$ cat config.mk
export PLATFORM = sky130hd
export DESIGN_NAME = fbank_lut_reader_flat
export DESIGN_NICKNAME = d
export VERILOG_FILES = /design/src/rtl/fbank_lut_reader_if.sv /design/src/rtl/fbank_lut_reader.sv /design/src/flat_wrapper.sv
export SDC_FILE = /design/constraint.sdc
export NUM_CORES = 2
export LEC_CHECK = 0
export ABC_AREA = 0
export CAP_MARGIN = 20
export CORE_UTILIZATION = 65
export DETAILED_ROUTE_END_ITERATION = 16
export PLACE_DENSITY = 0.89
export SLEW_MARGIN = 20
export SYNTH_ARGS = -nofsm -noshare
export SYNTH_HDL_FRONTEND = slang
export SYNTH_SLANG_ARGS = --single-unit
$ cat constraint.sdc
create_clock -name clk -period 9.65 [get_ports clk]
set_clock_uncertainty 0.2 [all_clocks]
set_input_delay 1.93 -clock clk [delete_from_list [all_inputs] [get_ports clk]]
set_output_delay 1.93 -clock clk [all_outputs]
set_load 0.01 [all_outputs]
$ cat src/rtl/fbank_lut_reader_if.sv
// Power-sample input stream and mel-band output stream of the filterbank reader.
// Latency: none, wiring only.
// Backpressure: pwr_ready throttles the input side; the mel side has no ready.
interface fbank_lut_reader_if #(
    parameter int PWR_W = 32,
    parameter int ACC_W = 40
);
    logic             pwr_valid;
    logic             pwr_ready;
    logic [PWR_W-1:0] pwr_data;
    logic             pwr_last;
    logic             mel_valid;
    logic [ACC_W-1:0] mel_data;
    logic [5:0]       mel_idx;
    logic             mel_last;

    modport master (
        output pwr_valid, pwr_data, pwr_last,
        input  pwr_ready, mel_valid, mel_data, mel_idx, mel_last
    );

    modport slave (
        input  pwr_valid, pwr_data, pwr_last,
        output pwr_ready, mel_valid, mel_data, mel_idx, mel_last
    );
endinterface

$ cat src/rtl/fbank_lut_reader.sv
// Splits each power bin across two overlapping mel bands using LUT weights, emits band energies.
// Latency: band energy appears 3 cycles after the bin carrying the closing centre flag is accepted.
// Backpressure: pwr_ready drops for the 3-cycle pipeline drain at frame end; output is never stalled.
module fbank_lut_reader #(
    parameter int N_BINS  = 512,
    parameter int N_BANDS = 40,
    parameter int PWR_W   = 32,
    parameter int ACC_W   = 40
) (
    input  logic              clk,
    input  logic              rst,
    fbank_lut_reader_if.slave strm,
    output logic [9:0]        lut_addr,
    output logic              lut_wr_en,
    output logic [16:0]       lut_wr_data,
    input  logic [16:0]       lut_rd_data,
    output logic              frame_err
);
    localparam logic [9:0]       LAST_BIN  = 10'(N_BINS - 1);
    localparam logic [9:0]       NB        = 10'(N_BANDS);
    localparam logic [9:0]       BAND_END  = 10'(N_BANDS + 1);
    localparam logic [9:0]       LAST_IDX  = 10'(N_BANDS - 1);
    localparam logic [ACC_W-1:0] ACC_MAX   = '1;

    typedef enum logic [1:0] {IDLE, RUN, FLUSH} state_t;

    state_t            state, state_nxt;
    logic [1:0]        flush_cnt;
    logic              accept, end_bin, flush_done;
    logic [9:0]        bin_cnt, band_cnt, band_idx;
    logic              v0, v1, flag1, emit;
    logic [PWR_W-1:0]  p_d, hi, lo;
    logic [PWR_W+15:0] prod_hi, prod_lo;
    logic [ACC_W-1:0]  acc_cur, acc_nxt, cur_upd, nxt_upd;
    logic [ACC_W:0]    cur_sum, nxt_sum;

    // The LUT is read-only from this side.
    assign lut_wr_en   = 1'b0;
    assign lut_wr_data = '0;
    assign lut_addr    = bin_cnt;

    assign strm.pwr_ready = ~rst & (state != FLUSH);
    assign accept     = strm.pwr_valid & strm.pwr_ready;
    // A frame also ends when the bin counter reaches the last LUT entry, even without pwr_last.
    assign end_bin    = strm.pwr_last | (bin_cnt == LAST_BIN);
    assign flush_done = (state == FLUSH) && (flush_cnt == 2'd2);

    // S1: split delayed power with the LUT word that arrives one cycle after the address.
    assign prod_hi = {16'd0, p_d} * {{PWR_W{1'b0}}, lut_rd_data[15:0]};
    assign prod_lo = {16'd0, p_d} * {{PWR_W{1'b0}}, ~lut_rd_data[15:0]};

    // S2: saturating band accumulation; a centre flag closes the current band.
    assign nxt_sum  = {1'b0, acc_nxt} + {{(ACC_W - PWR_W + 1){1'b0}}, hi};
    assign cur_sum  = {1'b0, acc_cur} + {{(ACC_W - PWR_W + 1){1'b0}}, lo};
    assign nxt_upd  = nxt_sum[ACC_W] ? ACC_MAX : nxt_sum[ACC_W-1:0];
    assign cur_upd  = cur_sum[ACC_W] ? ACC_MAX : cur_sum[ACC_W-1:0];
    assign band_idx = band_cnt - 10'd1;
    assign emit     = v1 & flag1 & (band_cnt != 10'd0) & (band_cnt <= NB);

    // State register plus drain timer for the 3-stage pipeline.
    always_ff @(posedge clk) begin
        if (rst) begin
            state     <= IDLE;
            flush_cnt <= 2'd0;
        end else begin
            state     <= state_nxt;
            flush_cnt <= (state == FLUSH) ? flush_cnt + 2'd1 : 2'd0;
        end
    end

    // Frame sequencing: start on first sample, drain after the last one.
    always_comb begin
        state_nxt = state;
        case (state)
            IDLE:    if (accept) state_nxt = end_bin ? FLUSH : RUN;
            RUN:     if (accept && end_bin) state_nxt = FLUSH;
            FLUSH:   if (flush_done) state_nxt = IDLE;
            default: state_nxt = IDLE;
        endcase
    end

    // Pipeline, accumulators, counters, band output and error tracking.
    always_ff @(posedge clk) begin
        if (rst) begin
            v0             <= 1'b0;
            v1             <= 1'b0;
            p_d            <= '0;
            hi             <= '0;
            lo             <= '0;
            flag1          <= 1'b0;
            acc_cur        <= '0;
            acc_nxt        <= '0;
            bin_cnt        <= '0;
            band_cnt       <= '0;
            strm.mel_valid <= 1'b0;
            strm.mel_last  <= 1'b0;
            strm.mel_data  <= '0;
            strm.mel_idx   <= '0;
            frame_err      <= 1'b0;
        end else begin
            v0 <= accept;
            if (accept) begin
                p_d     <= strm.pwr_data;
                bin_cnt <= bin_cnt + 10'd1;
            end

            v1 <= v0;
            if (v0) begin
                hi    <= PWR_W'(prod_hi >> 16);
                lo    <= PWR_W'(prod_lo >> 16);
                flag1 <= lut_rd_data[16];
            end

            strm.mel_valid <= emit;
            strm.mel_last  <= emit && (band_idx == LAST_IDX);
            if (emit) begin
                strm.mel_data <= cur_upd;
                strm.mel_idx  <= band_idx[5:0];
            end

            if (v1) begin
                if (flag1) begin
                    acc_cur  <= nxt_upd;
                    acc_nxt  <= '0;
                    band_cnt <= band_cnt + 10'd1;
                end else begin
                    acc_cur  <= cur_upd;
                    acc_nxt  <= nxt_upd;
                end
            end

            // Residual energy of an incomplete band is dropped at frame end.
            if (flush_done) begin
                bin_cnt  <= '0;
                band_cnt <= '0;
                acc_cur  <= '0;
                acc_nxt  <= '0;
            end

            if (accept && (state == IDLE)) frame_err <= 1'b0;
            if ((accept && (bin_cnt == LAST_BIN) && !strm.pwr_last) ||
                (v1 && flag1 && (band_cnt >= BAND_END)) ||
                (flush_done && (band_cnt != BAND_END)))
                frame_err <= 1'b1;
        end
    end
endmodule

$ cat src/flat_wrapper.sv
// flat-port wrapper written by rule: the top's interface ports become plain ports
module fbank_lut_reader_flat 
#(
    parameter int N_BINS  = 512,
    parameter int N_BANDS = 40,
    parameter int PWR_W   = 32,
    parameter int ACC_W   = 40
)
  (clk, rst, lut_addr, lut_wr_en, lut_wr_data, lut_rd_data, frame_err, strm_pwr_valid, strm_pwr_data, strm_pwr_last, strm_pwr_ready, strm_mel_valid, strm_mel_data, strm_mel_idx, strm_mel_last);
  fbank_lut_reader_if #(.PWR_W(PWR_W), .ACC_W(ACC_W)) strm_i ();
  input  logic clk;
  input  logic rst;
  output logic [9:0] lut_addr;
  output logic lut_wr_en;
  output logic [16:0] lut_wr_data;
  input  logic [16:0] lut_rd_data;
  output logic frame_err;
  input wire logic [$bits(strm_i.pwr_valid)-1:0] strm_pwr_valid;
  input wire logic [$bits(strm_i.pwr_data)-1:0] strm_pwr_data;
  input wire logic [$bits(strm_i.pwr_last)-1:0] strm_pwr_last;
  output wire logic [$bits(strm_i.pwr_ready)-1:0] strm_pwr_ready;
  output wire logic [$bits(strm_i.mel_valid)-1:0] strm_mel_valid;
  output wire logic [$bits(strm_i.mel_data)-1:0] strm_mel_data;
  output wire logic [$bits(strm_i.mel_idx)-1:0] strm_mel_idx;
  output wire logic [$bits(strm_i.mel_last)-1:0] strm_mel_last;
  assign strm_i.pwr_valid = strm_pwr_valid;
  assign strm_i.pwr_data = strm_pwr_data;
  assign strm_i.pwr_last = strm_pwr_last;
  assign strm_pwr_ready = strm_i.pwr_ready;
  assign strm_mel_valid = strm_i.mel_valid;
  assign strm_mel_data = strm_i.mel_data;
  assign strm_mel_idx = strm_i.mel_idx;
  assign strm_mel_last = strm_i.mel_last;
  fbank_lut_reader #(.N_BINS(N_BINS), .N_BANDS(N_BANDS), .PWR_W(PWR_W), .ACC_W(ACC_W)) u_core (.clk(clk), .rst(rst), .strm(strm_i), .lut_addr(lut_addr), .lut_wr_en(lut_wr_en), .lut_wr_data(lut_wr_data), .lut_rd_data(lut_rd_data), .frame_err(frame_err));
endmodule
==> results.md <==
* Startpoint Class: primary input
* Metal1 wirelength at 45,390 um
* Pwr dens at 201.0 mW/mm^2
* Row cnt at 96
* Flop2flop setup slack at 1680 ps
* Final Hold Vio Count at 0
* Core Util, Final at 69.76%
* Status: finished clean
* Setup bufs post-CTS at 0
* Total gr overflow at 0
* Ys async rst share at 0%
* Clock Sinks at 252
* Routed vias at 36,730
* Iteration-0 DRC Markers at 3,460
* Hold path cells at 1
* Final setup vio count at 0
* Reg2Reg Depth at 23
* Pre-antenna DRT Iters at 7
* Total power at 9.683 mW
* Final nets at 6,395
* DRC violations left at 0
* Slowest cell on crit path: nor4_1
* Post-synth cell types at 85
* Post-CTS sizing at 0
* FF-to-FF End: u_core.hi[29]
* Setup TNS at 0 ps
* Final instance area at 0.04818 sq mm
* Deepest clock path buffer count at 3
* Full die area at 0.07126 sq mm
* CP Cell Sequence: buf_2 -> buf_4 -> nor2b_1 -> fa_1 -> inv_1 -> fa_1 -> fa_1 -> inv_1 -> fa_1 -> fa_1 -> inv_1 -> fa_1 -> inv_1 -> ha_1 -> a21oi_1 -> o21ai_0 -> nor4_1 -> a2111oi_2 -> nor2_1 -> o21ai_2 -> a21oi_2 -> nor2b_1 -> or3_1 -> a32o_1
* Number of port buffers at 112
* Pins Over Slew Limit at 0
* Hold Slack at 231.3 ps
* Post-synth EDFFs at 0
* CP most frequent cell: fa_1
* Num CTS Buffers at 31
* Post-Synthesis Cells at 5,294
* Ys flop type: dfxtp_1
* RSZ-0062 raised after global routing: no
* Post-detail-place hpwl at 92,590 um
* # IOs at 131
* Peak supply drop at 317.6 uV
* Total GRT Usage at 34.83%
* Max cap viols at 0
* Crit Path Max Fanout at 41
* Top sig layer: met5
* Cell Area, Synth at 0.04563 sq mm
* Hold Crit Start: u_core.flush_cnt[0]
* Clock root cell: clkbuf_16
* Largest net degree at the start of global routing at 68
* Htree depth at 1
* Die H at 266.9 um
* Reg-to-reg critical path startpoint: u_core.p_d[19]
* Vias per cell at 5.966
* Worst-Margin Slew at 1215 ps
* Yosys reg bits at 252
* Met3 wire len at 10,520 um
* WS Path Type: in2reg
* Critical path data arrival time at 9220 ps
* Commonest cells after routing, fill and taps aside: inv_1, fa_1, nand2_1, nand2b_1, ha_1
* Post-DRT Antenna Nets at 0
* Worst-path clk slew at 60 ps
* Sequential area share after synthesis at 11.06%
* Crit path time final at 8915 ps
* Hold worst-path end: u_core.flush_cnt[0]
* CTS tree: done
* Initial antenna violation count at 2
* Leak at 22.14 nW
* Most common cell after layout, fill and taps aside: inv_1
* Hold WC Path Type: reg2reg
* Worst Path Required at 9960 ps
* Setup crit end kind: flip-flop
* Core area at 0.06907 sq mm
* First-pass GRT wire length at 196,000 um
* WL met2 at 56,770 um
* Final GP Congestion at 0.9704
* Clock Latency Late Sink at 640 ps
* Placement Cell Area at 0.04720 sq mm
* CTS hold repair buffers at 0
* Routed wire per std cell at 19.62 um
* Starting Density at 66.06%
* Max incr delay on CP at 720 ps
* Area Growth Syn to Fin at 5.594%
* Tcrit/Tclk final at 92.39%
* FMAX at 112.2 MHz
* Vias in the first global route at 38,820
* Mean area per synthesized cell at 8.619 sq um
* Slew margin rel. at 18.86%
* Layout cell share with drive strength beyond 1 at 3.828%
* Synth warnings at 0
* Total Wirelength at 120,800 um
* Die width at 266.9 um
[worst max-delay path by stage]
stage                   start            end  slack [ps]  cells past startpoint
4_1_cts        lut_rd_data[5]  u_core.lo[24]         960                     24
5_1_grt        lut_rd_data[1]  u_core.lo[24]         570                     23
2_1_floorplan  lut_rd_data[4]  u_core.lo[24]        1320                     24
3_5_place_dp   lut_rd_data[5]  u_core.lo[24]         330                     24
6_report       lut_rd_data[5]  u_core.lo[24]         730                     24
3_3_place_gp   lut_rd_data[2]  u_core.lo[24]         540                     23
[through the flow]
step,instances,worst slack [ps]
after global routing,6157,569.8
after global placement,6100,540.0
after floorplan,5311,1322
after CTS,6156,961.0
after detailed placement,6100,331.0
final,6157,734.7
[kinds of logic after synthesis]
family | synth area share (%)
buffers and inverters | 10.50
multiplexers | 0.7514
XOR/XNOR | 2.726
flip-flops | 11.06
AND/OR/NAND/NOR | 19.86
AO/OA/AOI/OAI | 10.08
other | 0.008219
adder cells (fa/ha/maj) | 45.02
[routing by layer]
layer / GRT usage (%) / vias to the layer above
li1: - / 16150
met1: 44.04 / 18320
met2: 57.00 / 1810
met3: 5.231 / 461
met4: 20.38 / 2
met5: 0 / -
[flip-flops by register name, indices dropped and copies added, names as in the netlist]
| register | cells |
|---|---|
| u_core.acc_cur | 40 |
| u_core.acc_nxt | 40 |
| u_core.strm.mel_data | 40 |
| u_core.hi | 32 |
| u_core.lo | 32 |
| u_core.p_d | 32 |
| u_core.band_cnt | 10 |
| u_core.lut_addr | 10 |
| u_core.strm.mel_idx | 6 |
| u_core.flush_cnt | 2 |
| u_core.state | 2 |
| u_core.flag1 | 1 |
| u_core.frame_err | 1 |
| u_core.strm.mel_last | 1 |
| u_core.strm.mel_valid | 1 |
| u_core.v0 | 1 |
| u_core.v1 | 1 |
[report_power, final]
| part | total (mW) | internal, mW | leakage, nW | switching (mW) |
|---|---|---|---|---|
| clock | 1.15 | 0.624 | 0.470 | 0.523 |
| combinational | 7.22 | 2.72 | 19.6 | 4.50 |
| sequential | 1.32 | 1.16 | 2.05 | 0.155 |
[cells in the mapped netlist (54+ instances only)]
cell type  number  area (sq um)
a21o_1         70         525.5
a21oi_1       195         975.9
and2_1        227          1420
clkbuf_1      282          1059
dfxtp_1       252          5045
fa_1          836         16740
ha_1          304          3804
inv_1         917          3442
nand2_1       526          1974
nand2b_1      352          2202
nor2_1        238         893.4
nor2b_1       225          1408
o21ai_0       173         865.8
xnor2_1        88         770.7
xor2_1         54         473.0
[layout make-up]
type	instances	area (sq um)
fillers	5024	20890
well taps	931	1165
clock buffers	42	857.1
multi-input cells	3807	35880
clock inverters	14	103.9
inverters	918	3446
diodes	1	2.502
flip-flops and latches	252	5057
repair buffers	192	1664
[worst max-delay path, delay by kind of cell]
family / cells / cell delay, ps
adder cells (fa/ha/maj): 7 / 3290
AND/OR/NAND/NOR: 5 / 1430
AO/OA/AOI/OAI: 6 / 1250
buffers and inverters: 6 / 1250
Note: power is estimated with default switching activity, not from simulation.
